<file path="config.mk">
export PLATFORM = sky130hd
export DESIGN_NAME = ipm_prng
export DESIGN_NICKNAME = d
export VERILOG_FILES = /design/src/rtl/ibex_pkg.sv /design/src/rtl/ipm_prng_fifo.sv /design/src/rtl/ipm_prng.sv
export SDC_FILE = /design/constraint.sdc
export NUM_CORES = 1
export LEC_CHECK = 0
export BUFFER_PORTS_ARGS = -buffer_cell sky130_fd_sc_hd__buf_2
export CAP_MARGIN = 10
export CORE_ASPECT_RATIO = 0.5
export CORE_MARGIN = 2
export CORE_UTILIZATION = 30
export DETAILED_ROUTE_END_ITERATION = 7
export HOLD_SLACK_MARGIN = 0.06
export PLACE_DENSITY = 0.5
export SYNTH_ARGS = -nofsm -noshare
export SYNTH_HDL_FRONTEND = slang
export SYNTH_SLANG_ARGS = --single-unit
</file>
<file path="constraint.sdc">
create_clock -name clk_i -period 2.64 [get_ports clk_i]
set_input_delay 0.528 -clock clk_i [delete_from_list [all_inputs] [get_ports clk_i]]
set_output_delay 0.528 -clock clk_i [all_outputs]
set_load 0.01 [all_outputs]
</file>
<file path="src/rtl/ibex_pkg.sv">
// Shared constants and the xorshift32 step function for the IPM random-source stage.
package ibex_pkg;

    localparam logic [31:0] IPM_PRNG_DEFAULT_SEED = 32'h0000_0001;

    // One xorshift32 step; maps every nonzero state onto another nonzero state.
    function automatic logic [31:0] ipm_xorshift32(input logic [31:0] x);
        logic [31:0] y;
        y = x;
        y = y ^ (y << 13);
        y = y ^ (y >> 17);
        y = y ^ (y << 5);
        return y;
    endfunction

endpackage

</file>
<file path="src/rtl/ipm_prng_fifo.sv">
// Synchronous FIFO with push/pop/flush and a registered head word that reads zero when empty.
module ipm_prng_fifo
    import ibex_pkg::*;
#(
    parameter int unsigned DEPTH = 4,
    parameter int unsigned WIDTH = 32
) (
    input  logic                     clk_i,
    input  logic                     reset_ni,
    input  logic                     push,
    input  logic                     pop,
    input  logic                     flush,
    input  logic [WIDTH-1:0]         wdata,
    output logic [WIDTH-1:0]         rdata,
    output logic                     full,
    output logic                     empty,
    output logic [$clog2(DEPTH):0]   level
);

    localparam int unsigned PW = $clog2(DEPTH);

    logic [WIDTH-1:0] mem_q [DEPTH];
    logic [PW-1:0]    wptr_q, rptr_q, wptr_d, rptr_d;
    logic [PW:0]      level_q, level_d;
    logic [WIDTH-1:0] head_q, head_d;

    always_comb begin
        wptr_d  = wptr_q;
        rptr_d  = rptr_q;
        level_d = level_q;
        head_d  = '0;
        if (flush) begin
            wptr_d  = '0;
            rptr_d  = '0;
            level_d = '0;
        end else begin
            if (push) wptr_d = wptr_q + 1'b1;
            if (pop)  rptr_d = rptr_q + 1'b1;
            if (push && !pop) level_d = level_q + 1'b1;
            if (pop && !push) level_d = level_q - 1'b1;
            // The new head may be the word being written this very cycle.
            if (level_d != '0) begin
                head_d = (push && (wptr_q == rptr_d)) ? wdata : mem_q[rptr_d];
            end
        end
    end

    always_ff @(posedge clk_i or negedge reset_ni) begin
        if (!reset_ni) begin
            wptr_q  <= '0;
            rptr_q  <= '0;
            level_q <= '0;
            head_q  <= '0;
        end else begin
            wptr_q  <= wptr_d;
            rptr_q  <= rptr_d;
            level_q <= level_d;
            head_q  <= head_d;
        end
    end

    always_ff @(posedge clk_i) begin
        if (push && !flush) mem_q[wptr_q] <= wdata;
    end

    assign rdata = head_q;
    assign level = level_q;
    assign empty = (level_q == '0);
    assign full  = (level_q == (PW+1)'(DEPTH));

endmodule

</file>
<file path="src/rtl/ipm_prng.sv">
// xorshift32 random-word source feeding a small FIFO with valid/ready pop and reseed strobe.
// Optional build macro IPM_PRNG_NONZERO_EN drops words containing a zero byte.
module ipm_prng
    import ibex_pkg::*;
#(
    parameter logic [31:0] SEED  = IPM_PRNG_DEFAULT_SEED,
    parameter int unsigned DEPTH = 4
) (
    input  logic                     clk_i,
    input  logic                     reset_ni,
    input  logic                     en_i,
    input  logic                     seed_valid_i,
    input  logic [31:0]              seed_i,
    output logic                     rnd_valid_o,
    input  logic                     rnd_ready_i,
    output logic [31:0]              rnd_o,
    output logic [$clog2(DEPTH):0]   level_o
);

    logic [31:0] state_q;
    logic [31:0] step;
    logic        full, empty;
    logic        pop, advance, push;

    assign step    = ipm_xorshift32(state_q);
    assign pop     = rnd_valid_o && rnd_ready_i && !seed_valid_i;
    // A pop in the same cycle frees a slot, so a full FIFO still accepts the push.
    assign advance = en_i && !seed_valid_i && (!full || pop);

`ifdef IPM_PRNG_NONZERO_EN
    logic       word_ok;
    logic [7:0] reject_q;

    assign word_ok = (step[31:24] != '0) && (step[23:16] != '0) &&
                     (step[15:8]  != '0) && (step[7:0]   != '0);
    assign push    = advance && word_ok;

    always_ff @(posedge clk_i or negedge reset_ni) begin
        if (!reset_ni) begin
            reject_q <= '0;
        end else if (seed_valid_i) begin
            reject_q <= '0;
        end else if (advance && !word_ok && (reject_q != '1)) begin
            reject_q <= reject_q + 1'b1;
        end
    end
`else
    assign push = advance;
`endif

    always_ff @(posedge clk_i or negedge reset_ni) begin
        if (!reset_ni) begin
            state_q <= SEED;
        end else if (seed_valid_i) begin
            state_q <= (seed_i == '0) ? SEED : seed_i;
        end else if (advance) begin
            state_q <= step;
        end
    end

    ipm_prng_fifo #(
        .DEPTH (DEPTH),
        .WIDTH (32)
    ) u_fifo (
        .clk_i    (clk_i),
        .reset_ni (reset_ni),
        .push     (push),
        .pop      (pop),
        .flush    (seed_valid_i),
        .wdata    (step),
        .rdata    (rnd_o),
        .full     (full),
        .empty    (empty),
        .level    (level_o)
    );

    assign rnd_valid_o = !empty;

endmodule

</file>
Word-level counts from Yosys, hierarchy flattened

Memory sizes are Yosys's and may differ from the RTL's.
Index checks and enable logic that the tools add are counted.

Bitwise operators: 3
Reductions and logical operators: 18
Order comparisons: 0
$mul: 0
Equal/unequal tests: 2
Shifts and indexed selects: 0
Divide/modulo/power cells: 0
Add/subtract/negate cells: 4
Multiplexer cells: 17

Operators by type and width:

| operator                                                           | count |
|---|---|
| 32-bit two-way mux                                                 | 6 |
| 32-bit XOR                                                         | 2 |
| 32-bit logical NOT                                                 | 1 |
| 32-bit by 15-bit XOR with 32-bit output                            | 1 |
| 3-bit two-way mux                                                  | 4 |
| 2-bit two-way mux                                                  | 5 |
| 1-bit logical AND                                                  | 8 |
| 1-bit logical NOT                                                  | 5 |
| 2-bit by 1-bit adder with 2-bit output, second input constant      | 2 |
| 3-bit by 1-bit adder with 3-bit output, second input constant      | 1 |
| 3-bit == test, second input constant                               | 1 |
| 3-bit logical NOT                                                  | 1 |
| 3-bit nonzero test                                                 | 1 |
| 3-bit by 1-bit subtractor with 3-bit output, second input constant | 1 |
| 2-bit == test                                                      | 1 |
| 1-bit two-way mux                                                  | 2 |
| 2-bit nonzero test                                                 | 1 |
| 1-bit logical OR                                                   | 1 |

RAM bits: 128
Memory bits (read-only): 0
Logic and storage cells: 50
Flip-flop bits (word level): 71
Memories: 1
Output and inout port bits: 36
Latch bits: 0

Memories:

| name         | words | width | rd ports | clocked after memory_dff | write ports | RTL line            | source |
|---|---|---|---|---|---|---|---|
| u_fifo.mem_q | 4     | 32    | 1        | 0                        | 1           | ipm_prng_fifo.sv:22 | `logic [WIDTH-1:0] mem_q [DEPTH];` |

Longest topological paths before layout

Word-level depth: 13
Gate-level depth with buffers: 10
Gate-level depth less buffers: 9

Hierarchy

Synthesis repeated with hierarchy kept, for this count alone.

Cell total of the unflattened synthesis: 643
Area, all modules: 9,131.3 um^2

By module, submodules not included:

| module        | cells an instance | seq. area each (um^2) | area each (um^2) | instances |
|---|---|---|---|---|
| ipm_prng_fifo | 416               | 4,819.6               | 6,766.5          | 1 |
| ipm_prng      | 227               | 802.0                 | 2,364.8          | 1 |

Worst setup path before layout

Ideal clock, no wire load.

Kind: register to register
From: reg u_fifo.level_q[0] (netlist: u_fifo.level[0])
To: mem u_fifo.mem_q[0][0] (enable)
Stages on the path, launching flop included: 7
Period minus slack after synthesis: 2.815 ns
Setup slack: -0.175 ns
Data arrival time: 2.423 ns
Buffers on the path: 1
Setup time: 0.392 ns
Cells stage by stage: dfrtp_1 -> inv_1 -> ha_1 -> and3b_1 -> nor3_2 -> buf_2 -> and2_1

Longest elaborated chain between the ends: 9

Ends and longest elaborated chain:

| what                                        | RTL line            | source |
|---|---|---|
| from (decl)                                 | ipm_prng_fifo.sv:24 | `logic [PW:0] level_q, level_d;` |
| from (signal assigned)                      | ipm_prng_fifo.sv:57 | `level_q <= level_d;` |
| 3-bit logical NOT                           | ipm_prng_fifo.sv:68 | `assign empty = (level_q == '0);` |
| 1-bit logical NOT                           | ipm_prng.sv:77      | `assign rnd_valid_o = !empty;` |
| 1-bit logical AND (2 in series)             | ipm_prng.sv:26      | `assign pop = rnd_valid_o && rnd_ready_i && !seed_valid_i;` |
| 1-bit logical OR (*)                        | ipm_prng.sv:28      | `assign advance = en_i && !seed_valid_i && (!full \|\| pop);` |
| 1-bit logical AND (*)                       | ipm_prng.sv:28      |  |
| 1-bit logical AND (*)                       | ipm_prng_fifo.sv:63 | `if (push && !flush) mem_q[wptr_q] <= wdata;` |
| 1-bit two-way mux (*)                       | ipm_prng_fifo.sv:63 |  |
| 1-bit two-way mux (not written as such) (*) | ipm_prng_fifo.sv:63 |  |
| to (decl)                                   | ipm_prng_fifo.sv:22 |  |

Mark *: on every way between the ends. The rest lies on a longest branch, timed or not.

Final worst setup path

From: reg u_fifo.level_q[1] (netlist: u_fifo.level[1])
To: reg u_fifo.head_q[15] (netlist: u_fifo.rdata[15])

Longest elaborated chain between the ends: 13

Ends and longest elaborated chain:

| what                                                   | RTL line                                 | source |
|---|---|---|
| 3-bit logical NOT                                      | ipm_prng_fifo.sv:68                      |  |
| 1-bit logical NOT                                      | ipm_prng.sv:77                           |  |
| 1-bit logical AND (2 in series)                        | ipm_prng.sv:26                           |  |
| 1-bit logical OR                                       | ipm_prng.sv:28                           |  |
| 1-bit logical AND                                      | ipm_prng.sv:28                           |  |
| 1-bit logical AND or 1-bit logical NOT (tied branches) | ipm_prng_fifo.sv:39, ipm_prng_fifo.sv:40 |  |
| 3-bit two-way mux or 1-bit logical AND (tied branches) | ipm_prng_fifo.sv:39, ipm_prng_fifo.sv:40 |  |
| 3-bit two-way mux                                      | ipm_prng_fifo.sv:40                      | `if (pop && !push) level_d = level_q - 1'b1;` |
| 3-bit two-way mux                                      | ipm_prng_fifo.sv:32                      | `if (flush) begin` |
| 3-bit nonzero test                                     | ipm_prng_fifo.sv:42                      | `if (level_d != '0) begin` |
| 32-bit two-way mux (*)                                 | ipm_prng_fifo.sv:42                      |  |
| 32-bit two-way mux (*)                                 | ipm_prng_fifo.sv:32                      |  |
| net u_fifo.head_d[15]                                  | ipm_prng_fifo.sv:25                      | `logic [WIDTH-1:0] head_q, head_d;` |
| to (signal assigned)                                   | ipm_prng_fifo.sv:53                      | `head_q <= '0;` |
| to (signal assigned)                                   | ipm_prng_fifo.sv:58                      | `head_q <= head_d;` |
| to (decl)                                              | ipm_prng_fifo.sv:25                      |  |

The timed path passes the listed nets; every way through them passes the cells marked *. The select of a mux whose other input is x is not followed.
A chain may end at the register's enable or synchronous reset.

==> run summary <==
Num CTS Buffers: 17
Initial DRC Count: 520
Clock Path Buffers: 2
Worst-path clk slew: 0.08 ns
Worst Setup End Kind: flip-flop
grt total ovfl: 0
Least-Margin Pin Slew: 1.18 ns
WL/cell: 20.9 um
global placer's final weighted congestion: 0.786
met2 GRT Util: 0.248
Final ANT Viol Nets: 0
met1 Resource Use GR: 0.216
Pre-Repair DR Iteration Count: 5
top-count cell post-synth: edfxtp_1
final worst setup slack: 0.168 ns
WHS: 0.0783 ns
Root Driver: clkbuf_16
IO Port Bufs: 72
worst hold-check path type: primary input to async pin
Rel. slew slack: 0.208
Post-synth top cells: 128 x edfxtp_1, 84 x nand2_1, 71 x nor2_1, 70 x dfrtp_1, 62 x mux4_2
Synth Cell Area: 9770 um2
Core Rows: 46
max cap viols: 0
vias: 6161
post-cts resize count: 0
Avg Cell Area, Syn: 14.4 um2
Top Usage Layer GRT: met2
leakage power: 4.21 nW
first-pass GRT wire length: 39600 um
Die ar.: 34100 um2
H-tree levels: 4
Fmax: 0.404 GHz
initial antenna violation count: 1
Synth area leaders: edfxtp_1 39%, dfrtp_1 18%, mux4_2 14%
Final Max Tran Viols: 0
vias in the first global route: 6502
layout cell share with drive strength beyond 1: 0.340
pre-CTS WS: 0.198 ns
Yosys reg bits: 199
Critical Path Source Type: flip-flop
# IOs: 73
worst skew pair latency: 0.44 ns
Max FO, Critical Path: 19
arrival time at the worst endpoint: 2.80 ns
final net count: 828
RR Startpoint: u_fifo.level[1]$_DFF_PN0_
vias per cell: 5.01
P&R area growth vs syn: 19.7%
setup TNS: 0 ns
min cycle time layout: 2.47 ns
YS warnings: 0
Yosys top cell area share: 0.393
pwr/cell area: 1260 nW/um2
Fin. Hold Viols: 0
setup violators final: 0
DRC Markers: 0
core area: 31900 um2
area leader, netlist: edfxtp_1
unrepaired setup endpoints after global routing: no
Ant. Diodes: 0
Setup Buffers After CTS: 0
CP cell instances: inv_1 > ha_1 > nor2b_4 > inv_2 > a2111oi_4 > o211ai_2 > a41oi_2 > nand2_2 > buf_12 > a311oi_2
GRT Total Usage: 0.156
Synth async-reset ratio: 0.357
post-DP HPWL: 17400 um
Slowest-stage cell, CP: a2111oi_4
Crit. Startpoint: u_fifo.level[1]$_DFF_PN0_
Starting Density: 0.306
period utilization: 0.936
Clock Skews: 0.0116 ns
WS Path Type: flip-flop to flip-flop
Cell variety after synth: 47
Seq/Total Area, Yosys: 0.575
pin count of the biggest net entering global routing: 72
CTS tree: built
outcome: complete, no violations
Post-synth EDFFs: 128
GR Util met3: 0.0382
# hold bufs at CTS: 0
WL final: 25700 um
commonest register cell after synthesis: edfxtp_1
peak supply drop: 615 uV
Die Width: 259 um
syn nets: 721
Syn Inst Count: 677
# clock sinks: 199
die height: 132 um
Worst EP required: 2.97 ns
Crit path largest cell delay: 0.40 ns
fill count: 3053
## worst paths after layout
path | end | slack, ns | cells after the start
max | u_fifo.rdata[15]$_DFF_PN0_ | 0.17 | 10
min | state_q[26]$_DFFE_PN0P_ | 0.08 | 2
max reg2reg | u_fifo.rdata[15]$_DFF_PN0_ | 0.17 | 10
min reg2reg | state_q[24]$_DFFE_PN0P_ | 0.53 | 2
max in group asynchronous | u_fifo.rdata[2]$_DFF_PN0_ | 2.17 | 2
min in group clk_i | state_q[13]$_DFFE_PN0P_ | 0.31 | 3
## routing by layer
layer / wire length (um) / up-vias / share of wire
met5: 0 / - / 0
met4: 258 / 0 / 0.010
met3: 1310 / 18 / 0.051
met2: 12300 / 114 / 0.48
met1: 11800 / 3255 / 0.46
li1: - / 2774 / -
## metrics by stage
stage | util | cells | cell area [um2] | total power, W
3_3_place_gp | 0.347 | 1197 | 11100 | 0.0118
4_1_cts | 0.367 | 1229 | 11700 | 0.0147
3_5_place_dp | 0.347 | 1197 | 11100 | 0.0119
5_1_grt | 0.367 | 1229 | 11700 | 0.0154
2_1_floorplan | - | 677 | 9780 | 0.00847
6_report | 0.367 | 1229 | 11700 | 0.0147
## registers in the layout (all words and copies together) (netlist names)
| register | count |
|---|---|
| u_fifo.rdata | 32 |
| u_fifo.wptr_q | 2 |
| u_fifo.rptr_q | 2 |
| state_q | 32 |
| u_fifo.mem_q | 128 |
| u_fifo.level | 3 |
## worst max-delay path: cells and delay by family, from the launching register on
kind                       cells  cell delay (ns)
AOI/OAI and AO/OA              4             0.96
buffers and inverters          3             0.41
DFF                            1             0.38
and+or+nand+nor                2             0.37
adders and majority gates      1             0.22
## cells in the final DEF, fill, tap and decap left out, drive strengths merged, types with 4 or more instances in the layout
cell and count:
o21ai 20, buf 131, nor4 8, clkinv 6, edfxtp 128, nor3 4, mux2i 18, a311oi 32
dfrtp 70, nand2 85, o22ai 16, xor2 16, nand3 4, a21oi 4, and2 4, mux4 62
ha 7, nor2 72, inv 14, clkbuf 17, xnor2 51
## cells by family after synthesis
kind of cell / count (synthesis) / share of synthesized area
flops: 199 / 0.575
mux: 80 / 0.161
compound gates: 83 / 0.0843
xor+xnor: 67 / 0.0601
fa+ha+maj: 7 / 0.00896
buf+inv: 52 / 0.0266
simple gates: 189 / 0.0835
## report_power, final
| part | switching, W | internal [W] |
|---|---|---|
| Sequential | 0.000391 | 0.00501 |
| Combinational | 0.00399 | 0.00248 |
| Clock | 0.00129 | 0.00154 |
## area by class of cell
class | count | area, um2 | share of cell area
clock buffer | 17 | 425 | 0.0364
sequential | 199 | 5620 | 0.481
multi-input combinational | 426 | 3910 | 0.334
clock inverter | 15 | 215 | 0.0184
timing repair buffer | 131 | 956 | 0.0817
tap | 432 | 541 | 0.0462
inverter | 9 | 33.8 | 0.00289
(Power assumes the default switching activity.)
